<file path="config.mk">
export PLATFORM = sky130hd
export DESIGN_NAME = generador_secuencia_sensores
export DESIGN_NICKNAME = d
export VERILOG_FILES = /design/src/rtl/generador_secuencia_sensores.sv
export SDC_FILE = /design/constraint.sdc
export NUM_CORES = 1
export LEC_CHECK = 0
export ABC_AREA = 1
export BUFFER_PORTS_ARGS = -buffer_cell sky130_fd_sc_hd__buf_2
export CAP_MARGIN = 40
export CORE_MARGIN = 4
export CORE_UTILIZATION = 40
export DETAILED_ROUTE_END_ITERATION = 10
export MAX_ROUTING_LAYER = met4
export PLACE_DENSITY = 0.55
export SLEW_MARGIN = 20
export SYNTH_ARGS = -nofsm -noshare
export SYNTH_HDL_FRONTEND = slang
export SYNTH_SLANG_ARGS = --single-unit
</file>
<file path="constraint.sdc">
create_clock -name clk -period 3.34 [get_ports clk]
set_input_delay 0.334 -clock clk [delete_from_list [all_inputs] [get_ports clk]]
set_output_delay 0.334 -clock clk [all_outputs]
set_load 0.02 [all_outputs]
</file>
<file path="src/rtl/generador_secuencia_sensores.sv">
// a/b sensor waveform generator emulating a car crossing the two-sensor gate,
// with occupancy tracking and refusal of impossible entry/exit requests.
module generador_secuencia_sensores #(
  parameter int PHASE_CYCLES = 240000,
  parameter int PHASE_W      = 18,
  parameter int CAPACITY     = 7,
  parameter int OCC_W        = 3
) (
  input  logic             clk,
  input  logic             rst,
  input  logic             req_in,
  input  logic             req_out,
  output logic             a,
  output logic             b,
  output logic             busy,
  output logic             done,
  output logic             rejected,
  output logic [OCC_W-1:0] occupancy
);

  typedef enum logic [2:0] {
    IDLE,
    P1,
    P2,
    P3,
    GAP
  } state_t;

  localparam logic [PHASE_W-1:0] LAST = PHASE_W'(PHASE_CYCLES - 1);
  localparam logic [OCC_W-1:0]   CAP  = OCC_W'(CAPACITY);

  state_t             state_q, state_d;
  logic [PHASE_W-1:0] cnt_q;
  logic               dir_q;
  logic [1:0]         ab_q;
  logic               busy_q, done_q, rej_q;
  logic [OCC_W-1:0]   occ_q;

  logic acc_in, acc_out, refuse;

  // dir: 0 = entry (a leads), 1 = exit (b leads)
  function automatic logic [1:0] ab_of(state_t s, logic ex);
    logic [1:0] r;
    r = 2'b00;
    case (s)
      P1:      r = ex ? 2'b01 : 2'b10;
      P2:      r = 2'b11;
      P3:      r = ex ? 2'b10 : 2'b01;
      default: r = 2'b00;
    endcase
    return r;
  endfunction

  assign acc_in  = req_in & ~req_out & (occ_q < CAP);
  assign acc_out = req_out & ~req_in & (occ_q != '0);
  assign refuse  = (req_in | req_out) & ~acc_in & ~acc_out;

  always_comb begin
    state_d = IDLE;
    case (state_q)
      P1:      state_d = P2;
      P2:      state_d = P3;
      P3:      state_d = GAP;
      default: state_d = IDLE;
    endcase
  end

  always_ff @(posedge clk or posedge rst) begin
    if (rst) begin
      state_q <= IDLE;
      cnt_q   <= '0;
      dir_q   <= 1'b0;
      ab_q    <= 2'b00;
      busy_q  <= 1'b0;
      done_q  <= 1'b0;
      rej_q   <= 1'b0;
      occ_q   <= '0;
    end else begin
      done_q <= 1'b0;
      rej_q  <= 1'b0;
      case (state_q)
        IDLE: begin
          cnt_q <= '0;
          if (acc_in) begin
            state_q <= P1;
            dir_q   <= 1'b0;
            busy_q  <= 1'b1;
            ab_q    <= 2'b10;
          end else if (acc_out) begin
            state_q <= P1;
            dir_q   <= 1'b1;
            busy_q  <= 1'b1;
            ab_q    <= 2'b01;
          end else if (refuse) begin
            rej_q <= 1'b1;
          end
        end
        default: begin
          if (cnt_q == LAST) begin
            cnt_q   <= '0;
            state_q <= state_d;
            ab_q    <= ab_of(state_d, dir_q);
            if (state_q == GAP) begin
              busy_q <= 1'b0;
              done_q <= 1'b1;
              occ_q  <= dir_q ? occ_q - OCC_W'(1) : occ_q + OCC_W'(1);
            end
          end else begin
            cnt_q <= cnt_q + PHASE_W'(1);
          end
        end
      endcase
    end
  end

  assign a         = ab_q[1];
  assign b         = ab_q[0];
  assign busy      = busy_q;
  assign done      = done_q;
  assign rejected  = rej_q;
  assign occupancy = occ_q;

endmodule

</file>
==> metrics.md, run 1 <==
| Metric | Value |
|---|---|
| Pwr/cell area | `611 nW/um2` |
| Register area share after synthesis | `45.3%` |
| Detail Route Antenna Nets | `0` |
| Non-Filler Instances | `277` |
| Setup CP Type | `flop to flop` |
| Post_cts resized | `0` |
| Overall Power | `1.15 mW` |
| Normalized max-slew margin | `74.2%` |
| # DRC | `0` |
| Core Region | `4000 um2` |
| Post-synthesis mux area share | `0%` |
| Outcome | `finished, final reports clean` |
| Largest family of logic cells by synthesized area | `simple AND/OR/NAND/NOR gates` |
| Drt first pass iters | `4` |
| Starting Density | `41.4%` |
| Synth Cell Area | `1660 um2` |
| Xor/xnor share of the synthesized area | `4.23%` |
| Cell count after synthesis | `approximately 210` |
| Yosys cell types | `24` |
| Die X | `72.4 um` |
| Total GRT Usage | `~16%` |
| Vias per cell | `4.77` |
| H-tree levels | `2` |
| Share of the synthesized area in the top cell type | `45.3%` |
| Grt total ovfl | `0` |
| Vias in the first global route | `1,369` |
| RSZ-0062 raised after global routing | `false` |
| Initial antenna violation count | `0` |
| CTS tree | `yes` |
| Largest area contributor in the netlist | `dfrtp_1` |
| Top_reg_cell synth | `dfrtp_1` |
| Syn avg cell area | `8.01 um2` |
| Main area contributors after synthesis | `dfrtp_1 (45%), nand2_1 (9.7%), nor2_1 (7.0%)` |
| WP data required | `3.51 ns` |
| Number of buffers created by CTS | `5` |
| Max cap viols | `0` |
| Sink Count | `30` |
| EDFF count, synth | `0` |
| Via count | `~1,300` |
| Routed wire per std cell | `11.9 um` |
| # fillers | `approximately 410` |
| Arrival @ worst endpoint | `1.77 ns` |
| Fin crit period | `1.60 ns` |
| Reg2reg path depth | `8` |
| Die height | `72.4 um` |
| Seq cells post-synth | `30` |
| Setup TNS Final | `0 ns` |
| Clock transition at the registers of the reported paths | `~0.06 ns` |
| Leakage | `around 0.87 nW` |
| Fin crit share | `48.0%` |
| Max VDD drop | `roughly 330 uV` |
| Pre-CTS setup slack | `1.73 ns` |
| Placed insts | `269` |
| Final worst slack | `1.74 ns` |
| Layout cells sized above 1 | `17.6%` |
| CTS Buffer Depth | `2` |
| Nets | `about 230` |
| Post-Synth Simple-Gate Area | `36.6%` |
| I/O pin cnt | `12` |
| Maximum operating frequency | `0.624 GHz` |
| Yosys warning count | `0` |
| Max-slew violations | `0` |
| Die area | `approximately 5200 um2` |
| Worst-margin pin slew | `between 0.3 and 0.4 ns` |
| Post-synthesis compound-gate area fraction | `4.23%` |
| DP HPWL | `2540 um` |
| Mapped Nets | `around 210` |
| Number of diodes | `0` |
| CTS Hold Bufs | `0` |
| Critical-path maximum fanout | `12` |
| # setup viols final | `0` |
| Startpoint types | `flop` |
| Drt total wl | `3300 um` |
| Port bufs | `11` |
| Final hold vios | `0` |
| Worst r2r dst | `cnt_q[17]` |
| Count leader, synth | `nand2_1` |
| CP Capture Type | `flop` |
| Clock Latency Late Sink | `0.28 ns` |
| Placer's final routability congestion estimate | `between 0.8 and 0.9` |
| Root buffer cell | `clkbuf_8` |
| Initial drt markers | `96` |
| Post-CTS Setup Bufs | `0` |
| Clock Skew | `0.00499 ns` |
| First-pass GRT wire length | `6180 um` |
| Reg2Reg Launch Point | `cnt_q[0]` |
| Area grow syn2layout | `13.8%` |
| Largest net degree at the start of global routing | `19` |
| Worst hold path class | `primary input to asynchronous set/reset pin` |
| Ys async rst share | `100%` |
| Most frequent cells after synthesis | `nand2_1 (43), nor2_1 (31), dfrtp_1 (30)` |
| Core Rows | `23` |
| Adder-Cell Fraction of Synth Area | `about 2%` |
| R2R setup slack | `1.74 ns` |
-- through the flow --
stage / util [%] / instance area (um2) / hold slack (ns)
after global routing: 47.2 / 1890 / 0.0396
after CTS: 47.2 / 1890 / 0.0171
after floorplan: - / 1660 / 0.425
after global placement: 44.2 / 1770 / 0.461
final: 47.2 / 1890 / 0.0174
after detailed placement: 44.9 / 1800 / 0.320
-- state kept, by name, indices dropped and copies added, names as in the netlist --
register and flops:
ab_q 2, busy 1, cnt_q 18, dir_q 1, done 1, occupancy 3
rejected 1, state_q 3
-- area by class of cell --
class | count | area [um2] | share of cell area (%)
Clock inverter | 1 | 5.00 | 0.265
Timing Repair Buffer | 13 | 90.1 | 4.77
Tap cell | 50 | 62.6 | 3.32
Sequential cell | 30 | 751 | 39.8
Inverter | 30 | 113 | 5.97
Multi-Input combinational cell | 146 | 779 | 41.3
Clock buffer | 7 | 86.3 | 4.58
-- worst max-delay path, stage by stage (launching register included) --
cell     delay, ns
dfrtp_1       0.43
ha_1          0.22
nand3_1       0.12
nor2_4        0.17
nand3_2       0.12
nand2_4       0.16
inv_1         0.12
o21ai_1       0.09
nor2_1        0.05
-- kinds of logic (layout without fill, tap and decap cells) --
logic type | count (synthesis) | in the layout
compound gates | 14 | 14
xor+xnor | 8 | 8
fa+ha+maj | 2 | 2
buf+inv | 31 | 51
flops | 30 | 30
simple gates | 122 | 122
-- layer usage --
metal	wire length (um)	GRT usage, %
met1	1540	20.1
met2	1580	24.4
met3	128	4.16
met4	51	4.92
met5	0	-
-- how the worst max path moves through the flow --
stage                       startpoint           end  slack [ns]  cells after the start
after floorplan           occupancy[0]  occupancy[2]        1.83                      6
after global placement        cnt_q[0]     cnt_q[17]        1.75                      8
after detailed placement      cnt_q[0]     cnt_q[17]        1.73                      8
after CTS                     cnt_q[0]     cnt_q[17]        1.72                      8
after global routing          cnt_q[0]     cnt_q[12]        1.56                      8
final                         cnt_q[0]     cnt_q[17]        1.74                      8
-- cells in the final DEF, fill, tap and decap left out, types with 4 or more instances in the layout --
master / Yosys / routed
nand2_1: 43 / 43
nor2_1: 31 / 31
dfrtp_1: 30 / 30
inv_1: 27 / 27
nand3_1: 15 / 15
buf_2: 0 / 11
nor3_1: 9 / 9
xor2_1: 6 / 6
o21ai_0: 6 / 6
clkbuf_8: 0 / 6
a21oi_1: 5 / 5
nand4_1: 5 / 5
nand3_2: 4 / 4
nor2_4: 4 / 4
-- where the power goes --
group / leakage, nW / internal (mW) / switching (mW) / total [mW]
sequential: 0.406 / 0.420 / 0.0520 / 0.472
combinational: 0.419 / 0.122 / 0.261 / 0.383
clock: 0.0482 / 0.166 / 0.133 / 0.298
total: 0.873 / 0.708 / 0.445 / 1.15
(Power assumes the default switching activity.)
==> run 2, diff against run 1 <==
- ABC_AREA: 1 -> 0
- clock period: 3.34 -> 1.7 ns (I/O delays scaled with it)
==> metrics.md, run 2 <==
| Metric | Value |
|---|---|
| Outcome | `finished, final reports clean` |
| CTS Buffer Depth | `2 (unchanged)` |
| Drt first pass iters | `4 (unchanged)` |
| Fin Hold WS | `0.183 ns (+0.166 ns)` |
| Synth Cell Area | `1580 um2 (-5.0%)` |
| # setup viols final | `0 (unchanged)` |
| Commonest cells after routing, fill and taps aside | `buf_4 (34), dfrtp_1 (30), nor2_1 (20)` |
| Crit-path slowest cell | `or4b_4` |
| Drt total wl | `3530 um (+7.0%)` |
| Detail Route Antenna Nets | `0 (unchanged)` |
| Setup CP Type | `flop to flop` |
| WP data required | `1.87 ns (-1.64 ns)` |
| Die height | `70.8 um (-2.2%)` |
| Core Rows | `22 (-4.3%)` |
| Placer's final routability congestion estimate | `0.838 (+3.0%)` |
| Reg2reg path depth | `4 (-4)` |
| Vias in the first global route | `1,331 (-2.8%)` |
| Fin crit period | `1.68 ns (+0.0806 ns)` |
| Combinational Power Share | `24.7% (-8.5 points)` |
| Clock Latency Late Sink | `0.28 ns (about the same)` |
| Max cap viols | `0 (unchanged)` |
| Max reg flops | `18 (unchanged)` |
| Most flops, register | `cnt_q` |
| Post-Synth Simple-Gate Area | `25.6% (-11 points)` |
| Pwr/cell area | `892 nW/um2 (+46%)` |
| Layout cells sized above 1 | `31.7% (+14 points)` |
| Count leader, synth | `dfrtp_1` |
| Die X | `70.8 um (-2.2%)` |
| Leakage | `0.932 nW (+6.8%)` |
| CP Capture Type | `flop` |
| Die area | `5010 um2 (-4.4%)` |
| Number of buffers created by CTS | `5 (unchanged)` |
| Post-synthesis mux area share | `2.70% (+2.7 points)` |
| Pre-CTS setup slack | `-0.00748 ns (-1.73 ns)` |
| Ys async rst share | `100% (unchanged)` |
| First-pass GRT wire length | `6190 um (+0.11%)` |
| Final worst slack | `0.0157 ns (-1.72 ns)` |
| Number of diodes | `0 (unchanged)` |
| Root buffer cell | `clkbuf_8` |
| Final hold vios | `0 (unchanged)` |
| Commonest non-fill, non-tap cell in the layout | `buf_4` |
| Grt total ovfl | `0 (unchanged)` |
| Part of the power in registers | `46.1% (+5.2 points)` |
| Fin crit share | `99.1% (+51 points)` |
| Clock transition at the registers of the reported paths | `0.06 ns (about the same)` |
| Area grow syn2layout | `30.3%` |
| Total GRT Usage | `16.1% (+0.36 points)` |
| Yosys cell types | `41 (+71%)` |
| Switching part of the total power | `29.2% (-9.4 points)` |
| Cell count after synthesis | `158 (-24%)` |
| CTS tree | `yes` |
| Worst-margin pin slew | `0.390 ns (+0.00285 ns)` |
| DP HPWL | `2600 um (+2.6%)` |
| Net switching power | `0.535 mW (+20%)` |
| Syn avg cell area | `9.97 um2 (+24%)` |
| Sink Count | `30 (unchanged)` |
| Xor/xnor share of the synthesized area | `8.90% (+4.7 points)` |
| EDFF count, synth | `0 (unchanged)` |
| Register area share after synthesis | `47.7% (+2.4 points)` |
| Clock share of power | `29.2% (+3.3 points)` |
| Critical-path maximum fanout | `7 (-5)` |
| Normalized max-slew margin | `74.0% (-0.16 points)` |
| Startpoint types | `flop` |
| Most frequent cells after synthesis | `dfrtp_1 (30), nor2_1 (20), nand3_1 (9), xnor2_1 (9)` |
| Mapped Nets | `164 (-23%)` |
| Port bufs | `11 (unchanged)` |
| Yosys warning count | `0 (unchanged)` |
| Arrival @ worst endpoint | `1.85 ns (+0.08 ns)` |
| Main area contributors after synthesis | `dfrtp_1 (48%), xnor2_1 (5.0%), nor2_1 (4.8%)` |
| H-tree levels | `2 (unchanged)` |
| RSZ-0062 raised after global routing | `true` |
| Largest net degree at the start of global routing | `31 (+12)` |
| Starting Density | `42.1% (+0.63 points)` |
| Vias per cell | `5.21 (+9.3%)` |
| Max-slew violations | `0 (unchanged)` |
| Largest family of logic cells by synthesized area | `simple AND/OR/NAND/NOR gates` |
| Critical path buffers and inverters | `0 (-1)` |
| Top_reg_cell synth | `dfrtp_1` |
| Maximum operating frequency | `0.594 GHz (-4.8%)` |
| Post-synthesis compound-gate area fraction | `9.85% (+5.6 points)` |
| Initial drt markers | `75 (-22%)` |
| Via count | `1,319 (-0.15%)` |
| Crit-path cells | `nor4b_4 > nand4_4 > or4b_4 > mux2i_1` |
| Top cell family by delay on the critical path | `simple AND/OR/NAND/NOR gates` |
| Adder-Cell Fraction of Synth Area | `2.07% (+0.10 points)` |
| Core Region | `3740 um2 (-6.4%)` |
| Hold depth | `3` |
| WP depth | `4 (-4)` |
| Nets | `211 (-9.1%)` |
| CP peak stage delay | `0.54 ns (+0.11 ns)` |
| Largest area contributor in the netlist | `dfrtp_1` |
| Clock Skew | `0.00817 ns (+0.00318 ns)` |
| # DRC | `0 (unchanged)` |
| Routed wire per std cell | `14.0 um (+17%)` |
| R2R setup slack | `0.02 ns (-1.72 ns)` |
| Share of the synthesized area in the top cell type | `47.7% (+2.4 points)` |
| Pint | `1.30 mW (+83%)` |
| Seq cells post-synth | `30 (unchanged)` |
| I/O pin cnt | `12 (unchanged)` |
| Worst hold path class | `primary input to flop` |
| Initial antenna violation count | `0 (unchanged)` |
| Max VDD drop | `565 uV (+70%)` |
run 2: cell types whose count changed in the layout (fill, tap and decap cells not counted), moves of 4 or more:
cell | previous run | this run
buf_4 | 1 | 34
inv_1 | 27 | 6
nand2_1 | 43 | 5
nand2b_1 | 0 | 4
nand3_1 | 15 | 8
nand3_2 | 4 | 0
nor2_1 | 31 | 20
nor2_4 | 4 | 0
xnor2_1 | 2 | 9
run 2: what timing repair did:
action,in CTS,in global routing
gates cloned,1,0
setup buffers,1,0
endpoints found under the setup margin,17,6
hold endpoints to repair,30,0
pin swaps,2,1
hold buffers,1,0
gates resized for setup,3,6
run 2: cell type report:
class                   count  area [um2]
multi-input cells         115         818
inverters                   6        22.5
well taps                  48        60.1
repair buffers             47         325
clock buffers               7        76.3
fillers                   368        1690
flip-flops and latches     30         751
run 2: tightest hold or removal path, cell delays in order:
cell and delay [ns]:
buf_2 0.11, nor2_1 0.09, nor3_1 0.05
run 2: power groups by stage:
stage	registers, mW	clock network [mW]	logic (mW)
after floorplan	0.884	0	0.200
after global placement	0.848	0	0.417
after CTS	0.842	0.551	0.446
after global routing	0.854	0.584	0.496
after detailed placement	0.854	0	0.431
final	0.845	0.535	0.452
run 2: logic make-up after synthesis:
group	count (synthesis)
AND/OR/NAND/NOR	69
multiplexers	4
AO/OA/AOI/OAI	24
flip-flops	30
XOR/XNOR	16
adder cells (fa/ha/maj)	2
buffers and inverters	13
run 2: path summary, 6_finish.rpt:
check / from / to
worst max-delay path: cnt_q[14] / occupancy[1]
worst min register to register: ab_q[1] / ab_q[1]
worst min-delay path: req_out / rejected
max in group asynchronous: rst / done
worst max register to register: cnt_q[14] / occupancy[1]
min in group asynchronous: rst / state_q[1]
run 2: through the flow:
stage          cell area, um2  TNS, ns  util, %  power [mW]  cells
6_report                 2050        0     54.8        1.83    253
3_5_place_dp             1910  -0.0189     51.1        1.28    243
2_1_floorplan            1580        0        -        1.08    158
4_1_cts                  2020        0     53.9        1.84    253
5_1_grt                  2050   -0.118     54.8        1.93    253
3_3_place_gp             1910        0     51.1        1.27    243
run 2: layer usage:
| layer | vias up | track usage [%] | share of wire (%) |
|---|---|---|---|
| met4 | 0 | 5.64 | 1.8 |
| met5 | - | - | 0 |
| met3 | 7 | 4.69 | 3.1 |
| li1 | 654 | - | - |
| met1 | 643 | 20.3 | 49 |
| met2 | 15 | 24.5 | 46 |
